--- config.mk ---
export PLATFORM = sky130hd
export DESIGN_NAME = ws_pe_row
export DESIGN_NICKNAME = d
export VERILOG_FILES = /design/src/rtl/ws_pkg.sv /design/src/rtl/ws_mul_sat.sv /design/src/rtl/ws_pe_row.sv
export SDC_FILE = /design/constraint.sdc
export NUM_CORES = 1
export LEC_CHECK = 0
export BUFFER_PORTS_ARGS = -buffer_cell sky130_fd_sc_hd__buf_2
export CELL_PAD_IN_SITES_DETAIL_PLACEMENT = 0
export CELL_PAD_IN_SITES_GLOBAL_PLACEMENT = 1
export CORE_MARGIN = 5
export CORE_UTILIZATION = 50
export DETAILED_ROUTE_END_ITERATION = 10
export GPL_TIMING_DRIVEN = 0
export HOLD_SLACK_MARGIN = 0.02
export PLACE_DENSITY_LB_ADDON = 0.1
export SYNTH_ARGS = -nofsm -noshare
export SYNTH_HDL_FRONTEND = slang
export SYNTH_SLANG_ARGS = --single-unit
--- constraint.sdc ---
create_clock -name sys_clk -period 14.9 [get_ports sys_clk]
set_clock_uncertainty 0.05 [all_clocks]
set_input_delay 2.235 -clock sys_clk [delete_from_list [all_inputs] [get_ports sys_clk]]
set_output_delay 2.235 -clock sys_clk [all_outputs]
set_load 0.005 [all_outputs]
--- src/rtl/ws_pkg.sv ---
// ws_pkg: shared definitions for the weight-stationary PE datapath.
//   DW       activation/weight/product width (signed)
//   FRAC     fractional bits of the weight format
//   state_t  PE row control states
//   SAT_MAX  upper saturation bound of a DW-bit signed product
//   SAT_MIN  lower saturation bound of a DW-bit signed product
package ws_pkg;

  localparam int DW   = 8;
  localparam int FRAC = 4;

  typedef enum logic {
    LOAD = 1'b0,
    RUN  = 1'b1
  } state_t;

  localparam int SAT_MAX = (1 << (DW - 1)) - 1;
  localparam int SAT_MIN = -(1 << (DW - 1));

endpackage

--- src/rtl/ws_mul_sat.sv ---
// ws_mul_sat: signed DW x DW multiply, arithmetic shift right by FRAC
// (floor), saturate to the DW-bit signed range. Purely combinational.
//   a_i  in   DW  signed activation
//   w_i  in   DW  signed weight
//   p_o  out  DW  signed scaled, saturated product
module ws_mul_sat #(
  parameter int DW   = ws_pkg::DW,
  parameter int FRAC = ws_pkg::FRAC
) (
  input  logic signed [DW-1:0] a_i,
  input  logic signed [DW-1:0] w_i,
  output logic signed [DW-1:0] p_o
);

  // Saturation bounds expressed at full product width.
  localparam logic signed [2*DW-1:0] HI = {{(DW+1){1'b0}}, {(DW-1){1'b1}}};
  localparam logic signed [2*DW-1:0] LO = {{(DW+1){1'b1}}, {(DW-1){1'b0}}};

  logic signed [2*DW-1:0] prod;
  logic signed [2*DW-1:0] shr;

  always_comb begin
    prod = (2*DW)'(a_i) * (2*DW)'(w_i);
    shr  = prod >>> FRAC;
    if (shr > HI) begin
      p_o = HI[DW-1:0];
    end else if (shr < LO) begin
      p_o = LO[DW-1:0];
    end else begin
      p_o = shr[DW-1:0];
    end
  end

endmodule

--- src/rtl/ws_pe_row.sv ---
// ws_pe_row: weight-stationary processing-element row. Loads three signed
// weights, then streams activations through a 3-tap window and emits three
// registered scaled products per accepted activation.
//   sys_clk   in   clock, rising edge
//   CLR_n     in   asynchronous active-low reset
//   w_valid   in   weight word offered
//   w_ready   out  weight accepted (LOAD state)
//   w_data    in   signed weight word (1st->W1, 2nd->W2, 3rd->W3)
//   a_valid   in   activation offered
//   a_ready   out  activation accepted (RUN and no reload)
//   a_data    in   signed activation
//   reload    in   return to LOAD, discarding the current window
//   P1..P3    out  registered products a*W1, tap0*W2, tap1*W3
//   p_valid   out  one-cycle pulse when P1..P3 hold a full-window result
module ws_pe_row
  import ws_pkg::*;
#(
  parameter int DW   = ws_pkg::DW,
  parameter int FRAC = ws_pkg::FRAC
) (
  input  logic                 sys_clk,
  input  logic                 CLR_n,
  input  logic                 w_valid,
  output logic                 w_ready,
  input  logic signed [DW-1:0] w_data,
  input  logic                 a_valid,
  output logic                 a_ready,
  input  logic signed [DW-1:0] a_data,
  input  logic                 reload,
  output logic signed [DW-1:0] P1,
  output logic signed [DW-1:0] P2,
  output logic signed [DW-1:0] P3,
  output logic                 p_valid
);

  state_t state_q, state_d;
  logic [1:0] wcnt_q, wcnt_d;
  logic [1:0] fill_q, fill_d;
  logic signed [DW-1:0] w1_q, w1_d, w2_q, w2_d, w3_q, w3_d;
  logic signed [DW-1:0] tap0_q, tap0_d, tap1_q, tap1_d;
  logic signed [DW-1:0] p1_q, p1_d, p2_q, p2_d, p3_q, p3_d;
  logic signed [DW-1:0] m1, m2, m3;
  logic pv_q, pv_d;
  logic a_acc;

  ws_mul_sat #(.DW(DW), .FRAC(FRAC)) u_mul1 (.a_i(a_data), .w_i(w1_q), .p_o(m1));
  ws_mul_sat #(.DW(DW), .FRAC(FRAC)) u_mul2 (.a_i(tap0_q), .w_i(w2_q), .p_o(m2));
  ws_mul_sat #(.DW(DW), .FRAC(FRAC)) u_mul3 (.a_i(tap1_q), .w_i(w3_q), .p_o(m3));

  always_comb begin
    state_d = state_q;
    wcnt_d  = wcnt_q;
    fill_d  = fill_q;
    w1_d    = w1_q;
    w2_d    = w2_q;
    w3_d    = w3_q;
    tap0_d  = tap0_q;
    tap1_d  = tap1_q;
    p1_d    = p1_q;
    p2_d    = p2_q;
    p3_d    = p3_q;
    pv_d    = 1'b0;

    w_ready = (state_q == LOAD);
    a_ready = (state_q == RUN) && !reload;
    a_acc   = a_valid && a_ready;

    unique case (state_q)
      LOAD: begin
        // reload wins over a coincident weight beat: loading restarts at W1.
        if (reload) begin
          wcnt_d = '0;
        end else if (w_valid) begin
          unique case (wcnt_q)
            2'd0: begin
              w1_d   = w_data;
              wcnt_d = 2'd1;
            end
            2'd1: begin
              w2_d   = w_data;
              wcnt_d = 2'd2;
            end
            default: begin
              w3_d    = w_data;
              wcnt_d  = '0;
              state_d = RUN;
            end
          endcase
        end
      end
      RUN: begin
        if (reload) begin
          state_d = LOAD;
          wcnt_d  = '0;
          fill_d  = '0;
          tap0_d  = '0;
          tap1_d  = '0;
        end else if (a_acc) begin
          tap0_d = a_data;
          tap1_d = tap0_q;
          p1_d   = m1;
          p2_d   = m2;
          p3_d   = m3;
          fill_d = (fill_q == 2'd3) ? 2'd3 : fill_q + 2'd1;
          pv_d   = (fill_q >= 2'd2);
        end
      end
      default: state_d = LOAD;
    endcase
  end

  always_ff @(posedge sys_clk or negedge CLR_n) begin
    if (!CLR_n) begin
      state_q <= LOAD;
      wcnt_q  <= '0;
      fill_q  <= '0;
      w1_q    <= '0;
      w2_q    <= '0;
      w3_q    <= '0;
      tap0_q  <= '0;
      tap1_q  <= '0;
      p1_q    <= '0;
      p2_q    <= '0;
      p3_q    <= '0;
      pv_q    <= 1'b0;
    end else begin
      state_q <= state_d;
      wcnt_q  <= wcnt_d;
      fill_q  <= fill_d;
      w1_q    <= w1_d;
      w2_q    <= w2_d;
      w3_q    <= w3_d;
      tap0_q  <= tap0_d;
      tap1_q  <= tap1_d;
      p1_q    <= p1_d;
      p2_q    <= p2_d;
      p3_q    <= p3_d;
      pv_q    <= pv_d;
    end
  end

  assign P1      = p1_q;
  assign P2      = p2_q;
  assign P3      = p3_q;
  assign p_valid = pv_q;

endmodule

==> flow_summary.json, run 1 <==
{
  "r2r_end": "P1[2]",
  "ctsHtreeMaxLevel": 3,
  "synth_top_area_cell": "fa_1",
  "reg2reg_depth": 16,
  "worst_pin_slew_ps": 793,
  "dp_hpwl_mm": 17.2,
  "routed_wl_mm": 20.8,
  "clkLatencyLatePin_ps": 350,
  "start_kind": "input pin",
  "synthArstFlopShare": 1.00,
  "post_synth_xor_area_fraction": 0.0358,
  "hold_class": "register to register",
  "via_count": 7141,
  "hold_viol_final": 0,
  "yosys.area_share.simple": 0.168,
  "ys_seq_area_frac": 0.171,
  "timing.fmax_ghz": 0.142,
  "cap_violations": 0,
  "setup_viol": 0,
  "hold_depth": 2,
  "grt_pass1_vias": 7501,
  "crit_path_end_kind": "register",
  "num_antenna_cells": 0,
  "hold_path_startpoint": "P1[7]",
  "synthTopCellsByArea": "fa_1 32%, dfrtp_1 17%, ha_1 10%, inv_1 8.7%, and2_1 7.6%",
  "cts_made_buffers": 9,
  "routabilityCongestion": 0.784,
  "grt_max_degree": 56,
  "drc": 0,
  "synth_fp_nets": 1337,
  "vias_per_cell": 5.09,
  "r2r_slack_ps": 9340,
  "synth_top_cell_area_share": 0.317,
  "synthAdderAreaFrac": 0.419,
  "fin_crit_sh": 0.474,
  "synth_top_family_by_area": "adder cells",
  "ctsResizeCount": 0,
  "postLayoutCellArea_um2": 11200,
  "place_inst": 1388,
  "postSynthCellCount": 1070,
  "io_pins": 48,
  "ys_ff_latch": 70,
  "tritoncts": "done",
  "first_pass_iters": 4,
  "initial_core_util": 0.508,
  "fin_crit_ps": 7060,
  "fin_cells": 1404,
  "cp_max_fo": 9,
  "cts.sinks": 70,
  "placed_area_um2": 10800,
  "dieHeight_um": 153,
  "synth-edff-count": 0,
  "rows": 52,
  "core-area_um2": 20200,
  "synthTopCellsByCount": "237 x inv_1, 162 x fa_1, 125 x and2_1, 84 x ha_1, 70 x dfrtp_1",
  "synth_area_per_cell_um2": 9.57,
  "grt_setup_unrepaired": "false",
  "fin_nets": 1396,
  "clk_path_buf_depth": 2,
  "grt_pass1_wl_mm": 37.0,
  "die-area_um2": 23400,
  "drtIter0Drc": 292,
  "status": "completed",
  "post_cts_buffers": 0,
  "gr-total-overflow": 0,
  "synth_warnings": 0,
  "dieWidth_um": 153,
  "syn_area_um2": 10200,
  "track_usage": 0.192,
  "path_clk_slew_ps": 60,
  "hold_slack_ps": 423,
  "holdBufCountCts": 0,
  "slew_headroom": 0.471,
  "r2r_start": "w1_q[2]",
  "routedWlPerCell_um": 14.8,
  "numPortBuffers": 47,
  "setup_tns_ps": 0,
  "fill_cells": 1921,
  "grt_antenna_before_repair": 0,
  "hold_end": "P1[7]",
  "drv_slew": 0,
  "yosysMostFrequentCell": "inv_1",
  "synth.distinct_cells": 56,
  "drive_gt1_frac": 0.0961,
  "critPathRequiredTime_ps": 15040,
  "synth-compound-area-share": 0.0821,
  "cts-root-buf": "clkbuf_16",
  "cp_data_arrival_time_ps": 7200,
  "crit_type": "input pin to register",
  "area_growth_pct": 9.36,
  "ant_nets": 0,
  "synth_mux_area_frac": 0.0316,
  "synth_ff_type": "dfrtp_1"
}
==> worst max-delay path by stage <==
stage | from | end | slack (ps) | depth (start not counted)
final | a_data[7] | P1[2] | 7840 | 17
after detailed placement | a_data[7] | P1[2] | 7460 | 17
after floorplan | a_data[7] | P1[3] | 8230 | 19
after CTS | a_data[7] | P1[2] | 7820 | 17
after global placement | a_data[7] | P1[5] | 7490 | 17
after global routing | a_data[7] | P1[2] | 7400 | 17
==> flip-flops by register name, summed over array words and instances (netlist names) <==
register / cells
p_valid: 1
wcnt_q: 2
w2_q: 8
tap0_q: 8
fill_q: 2
P3: 8
state_q: 1
tap1_q: 8
w3_q: 8
w1_q: 8
P2: 8
P1: 8
==> critical path, stage by stage <==
cell	delay [ps]
buf_2	160
nand2_1	130
inv_1	110
fa_1	650
inv_1	160
fa_1	590
fa_1	450
fa_1	520
inv_1	40
ha_1	270
clkbuf_1	180
nand2_1	150
nor2_1	50
a2111oi_0	410
o211ai_1	200
o41ai_2	750
a21oi_1	150
==> logic make-up after synthesis <==
| family | Yosys count |
|---|---|
| buffers and inverters | 251 |
| AO/OA/AOI/OAI | 117 |
| AND/OR/NAND/NOR | 316 |
| flip-flops | 70 |
| XOR/XNOR | 41 |
| adder cells (fa/ha/maj) | 246 |
| multiplexers | 29 |
==> routing by layer <==
layer	global-route usage	wire length, µm	vias up
met2	0.316	9970	81
met5	0	0	-
met1	0.279	10100	3589
met4	0.0390	219	0
li1	-	-	3458
met3	0.0189	556	13
==> metrics by stage <==
step / setup WS [ps] / util
floorplan: 8230 / -
global placement: 7490 / 0.536
detailed placement: 7460 / 0.538
CTS: 7820 / 0.555
global route: 7400 / 0.555
finish: 7840 / 0.555
==> placed cells by master (no fill, tap or decap), types with 2 or more instances in the layout <==
| cell | instances |
|---|---|
| inv_1 | 237 |
| fa_1 | 162 |
| and2_1 | 125 |
| ha_1 | 84 |
| dfrtp_1 | 70 |
| nand2_1 | 58 |
| buf_2 | 46 |
| nor2_1 | 45 |
| a21oi_1 | 35 |
| xnor2_1 | 35 |
| mux2_2 | 27 |
| nor2b_1 | 27 |
| o21ai_0 | 18 |
| a22o_1 | 16 |
| clkbuf_1 | 13 |
| nor3_1 | 13 |
| and3_1 | 12 |
| nand2b_1 | 10 |
| clkbuf_16 | 9 |
| a21o_1 | 8 |
| nand3_1 | 8 |
| a211o_1 | 5 |
| xor2_1 | 5 |
| o21a_1 | 4 |
| or3_1 | 4 |
| o211ai_1 | 3 |
| a211oi_2 | 3 |
| nand3b_1 | 3 |
| bufinv_16 | 3 |
| or2_2 | 2 |
| o21ai_1 | 2 |
| nor4_1 | 2 |
| a2111oi_0 | 2 |
| a211oi_1 | 2 |
| mux2i_1 | 2 |
| o21bai_1 | 2 |
| a31o_1 | 2 |
| or4_4 | 2 |
| a21oi_4 | 2 |
| inv_6 | 2 |
==> area by class of cell <==
type	count	area (µm²)	area share
Buffer	14	53.8	0.00480
Clock buffer	10	239	0.0213
Clock inverter	6	116	0.0104
Inverter	237	890	0.0794
Multi-Input combinational cell	749	7550	0.674
Sequential cell	70	1750	0.156
Tap cell	270	338	0.0302
Timing Repair Buffer	48	265	0.0237
Power of run 1 is left out: the tool's default activity adds up to more than one toggle a clock period on the data nets, which glitch-free logic cannot reach.
==> run 2: changes to the inputs <==
CORE_UTILIZATION = 46   (was 50)
clock period = 6.4 ns   (was 14.9 ns; I/O delays follow)
==> run 2 against run 1 <==
  * Core utilization shrank 4.6 points
  * Global-route usage shrank 1.3 points
  * Sequential share of layout area grew 0.061 points
  * Non-clock buffer count is the same
  * Register-to-register slack lost 8500 ps
  * Hold slack lost 12 ps
  * Final area shrank 0.39%
  * Critical endpoint is now P1[6]
==> flow_summary.json, run 2 (same netlist as run 1, synthesis figures left out) <==
{
  "grt_pass1_wl_mm": 37.7,
  "crit_path_end_kind": "register",
  "clk_path_buf_depth": 2,
  "ctsResizeCount": 0,
  "hold_class": "input pin to asynchronous set/reset pin",
  "fin_crit_sh": 0.913,
  "ctsHtreeMaxLevel": 3,
  "area_growth_pct": 8.93,
  "crit_type": "input pin to register",
  "setup_viol": 0,
  "routed.top_layer": "met4",
  "timing.fmax_ghz": 0.171,
  "cts-root-buf": "clkbuf_16",
  "grt_antenna_before_repair": 1,
  "post-route-worst-setup-slack_ps": 557,
  "cap_violations": 0,
  "hold_slack_ps": 411,
  "num_antenna_cells": 0,
  "worst_pin_slew_ps": 729,
  "drc": 0,
  "cp_max_fo": 9,
  "numPortBuffers": 47,
  "dp_hpwl_mm": 17.7,
  "rows": 54,
  "mostFrequentLayoutCells": "237 x inv_1, 162 x fa_1, 125 x and2_1",
  "dieWidth_um": 159,
  "die-area_um2": 25300,
  "fin_nets": 1396,
  "drive_gt1_frac": 0.0961,
  "hold_viol_final": 0,
  "tritoncts": "done",
  "cts_made_buffers": 9,
  "ant_nets": 0,
  "place_inst": 1398,
  "routabilityCongestion": 0.802,
  "r2r_slack_ps": 810,
  "track_usage": 0.179,
  "final_common_cell": "inv_1",
  "clkLatencyLatePin_ps": 340,
  "via_count": 7066,
  "fin_cells": 1414,
  "drtIter0Drc": 290,
  "slew_headroom": 0.514,
  "dpl_worst_slack_ps": 166,
  "cp_data_arrival_time_ps": 5980,
  "core-area_um2": 21900,
  "drt-met1-wl_mm": 10.7,
  "fill_cells": 2138,
  "setup_tns_ps": 0,
  "reg2reg_depth": 16,
  "first_pass_iters": 4,
  "initial_core_util": 0.468,
  "routed_wl_mm": 21.5,
  "start_kind": "input pin",
  "critPathRequiredTime_ps": 6540,
  "holdBufCountCts": 0,
  "grt_pass1_vias": 7564,
  "r2r_start": "w1_q[2]",
  "grt_max_degree": 62,
  "fin_crit_ps": 5840,
  "met2WireLength_mm": 10.1,
  "drv_slew": 0,
  "dieHeight_um": 159,
  "wl_met3_um": 460,
  "path_clk_slew_ps": 70,
  "r2r_end": "P1[6]",
  "grt_setup_unrepaired": "false",
  "vias_per_cell": 5.00,
  "cts.sinks": 70,
  "status": "completed",
  "post_cts_buffers": 0,
  "gr-total-overflow": 0,
  "io_pins": 48,
  "routedWlPerCell_um": 15.2
}
## run 2: layout make-up
class	instances	area, µm²	area share
multi-input cells	749	7550	0.676
flip-flops and latches	70	1750	0.157
inverters	237	890	0.0797
well taps	280	350	0.0314
repair buffers	48	265	0.0238
clock buffers	9	225	0.0202
clock inverters	7	73.8	0.00662
plain buffers	14	53.8	0.00482
## run 2: worst max-delay path, stage by stage
cell       delay (ps)
buf_2             160
nand2_1           130
inv_1             100
fa_1              650
inv_1             160
fa_1              580
fa_1              460
fa_1              540
inv_1              50
ha_1              280
clkbuf_1          180
nand2_1           140
nor2_1             50
a2111oi_0         450
o211ai_1          210
o41ai_2           710
a21oi_1           150
## run 2: worst max path at each step
stage / startpoint / endpoint / slack, ps / cells past startpoint
2_1_floorplan: a_data[7] / P1[3] / 1000 / 19
3_3_place_gp: a_data[7] / P1[4] / 180 / 17
3_5_place_dp: a_data[7] / P1[6] / 170 / 17
4_1_cts: a_data[7] / P1[6] / 520 / 17
5_1_grt: a_data[7] / P1[2] / 40 / 19
6_report: a_data[7] / P1[6] / 560 / 17
## run 2: layer usage
layer	up-vias	global-route usage
met4	0	0.0368
met1	3541	0.263
met5	-	0
met2	61	0.289
met3	16	0.0207
li1	3448	-
## run 2: stage by stage
step	area, µm²	utilization
after floorplan	10200	-
after global placement	10800	0.495
after detailed placement	10900	0.496
after CTS	11200	0.510
after global routing	11200	0.510
final	11200	0.510
Power of run 2 is left out for the same reason.
==> run 3: changes to the inputs <==
CORE_UTILIZATION = 45   (was 46)
==> run 3 against run 2 <==
  * Non-clock buffer count did not move
  * Register-to-register slack worse by 20 ps
  * Die area rose by 2.1%
  * Via count fell by 1.1%
  * Hold slack improved by 2.3 ps
  * Routed wire length fell by 1.3%
  * Critical path type unchanged
  * Critical endpoint is now P1[2]
  * Largest cell class unchanged
  * Highest routed layer unchanged
==> flow_summary.json, run 3 (same netlist as run 1, synthesis figures left out) <==
{
  "status": "completed",
  "vias_per_cell": 4.93,
  "placed_area_um2": 10900,
  "timing.fmax_ghz": 0.171,
  "slowest_delay_ps": 780,
  "fin_crit_sh": 0.915,
  "grt_pass1_vias": 7446,
  "post_cts_buffers": 0,
  "critPathRequiredTime_ps": 6540,
  "grt_setup_unrepaired": "false",
  "r2r_start": "w1_q[2]",
  "cts_made_buffers": 9,
  "ctsHtreeMaxLevel": 3,
  "r2r_end": "P1[2]",
  "tritoncts": "done",
  "core-area_um2": 22500,
  "slew_headroom": 0.465,
  "grt_antenna_before_repair": 0,
  "cts-root-buf": "clkbuf_16",
  "crit_slowest_cell": "o41ai_2",
  "crit_chain": "buf_2 -> nand2_1 -> inv_1 -> fa_1 -> inv_1 -> fa_1 -> fa_1 -> fa_1 -> inv_1 -> ha_1 -> clkbuf_1 -> nand2_1 -> nor2_1 -> a2111oi_0 -> o211ai_1 -> o41ai_2 -> a21oi_1",
  "cts.sinks": 70,
  "die-area_um2": 25900,
  "postLayoutCoreUtil": 0.496,
  "clk_path_buf_depth": 2,
  "final_common_cell": "inv_1",
  "mostFrequentLayoutCells": "237 x inv_1, 162 x fa_1, 125 x and2_1",
  "fin_nets": 1396,
  "clkLatencyLatePin_ps": 340,
  "crit_path_frequent_cell": "fa_1",
  "postLayoutCellArea_um2": 11200,
  "via_count": 6989,
  "ant_nets": 0,
  "drc": 0,
  "routedWlPerCell_um": 15.0,
  "hold_slack_ps": 414,
  "drv_slew": 0,
  "first_pass_iters": 4,
  "fill_cells": 2205,
  "dp_hpwl_mm": 17.7,
  "gr-total-overflow": 0,
  "hold_class": "input pin to asynchronous set/reset pin",
  "cap_violations": 0,
  "area_growth_pct": 8.91,
  "numPortBuffers": 47,
  "io_pins": 48,
  "crit_type": "input pin to register",
  "initial_core_util": 0.455,
  "cp_data_arrival_time_ps": 5990,
  "start_kind": "input pin",
  "rows": 55,
  "path_clk_slew_ps": 60,
  "setup_tns_ps": 0,
  "drtIter0Drc": 219,
  "dieHeight_um": 161,
  "ctsResizeCount": 0,
  "dieWidth_um": 161,
  "routed_wl_mm": 21.2,
  "fin_crit_ps": 5860,
  "hold_viol_final": 0,
  "grt_pass1_wl_mm": 37.3,
  "setup_viol": 0,
  "crit_path_end_kind": "register",
  "routabilityCongestion": 0.813,
  "cp_max_fo": 9,
  "num_antenna_cells": 0,
  "drive_gt1_frac": 0.0961,
  "reg2reg_depth": 16,
  "track_usage": 0.176,
  "holdBufCountCts": 0,
  "worst_pin_slew_ps": 794,
  "r2r_slack_ps": 790,
  "grt_max_degree": 62
}
## run 3: critical path, delay by kind of cell
| family | cells | cell delay [ps] |
|---|---|---|
| simple gates | 3 | 320 |
| fa+ha+maj | 5 | 2530 |
| buf+inv | 5 | 660 |
| compound gates | 4 | 1520 |
## run 3: routing by layer
metal	wire length, µm	vias to the layer above	global-route usage
li1	-	3451	-
met1	10500	3456	0.255
met2	9950	70	0.290
met3	468	12	0.0200
met4	267	0	0.0349
met5	0	-	0
## run 3: cell type report
class,count,area (µm²),area share
Buffer,14,53.8,0.00482
Clock buffer,9,225,0.0202
Clock inverter,7,65.1,0.00583
Inverter,237,890,0.0798
Multi-Input combinational cell,749,7550,0.677
Sequential cell,70,1750,0.157
Tap cell,285,357,0.0320
Timing Repair Buffer,48,265,0.0238
## run 3: metrics by stage
| step | setup slack (ps) | std cells |
|---|---|---|
| floorplan | 1000 | 1070 |
| global placement | 151 | 1402 |
| detailed placement | 186 | 1403 |
| CTS | 535 | 1419 |
| global route | 233 | 1419 |
| finish | 543 | 1419 |
## run 3: worst max-delay path by stage
| stage | cells past startpoint | from | end |
|---|---|---|---|
| after floorplan | 19 | a_data[7] | P1[3] |
| after global placement | 17 | a_data[7] | P1[3] |
| after detailed placement | 17 | a_data[7] | P1[2] |
| after CTS | 17 | a_data[7] | P1[2] |
| after global routing | 17 | a_data[7] | P1[2] |
| final | 17 | a_data[7] | P1[2] |
Power of run 3 is left out for the same reason.
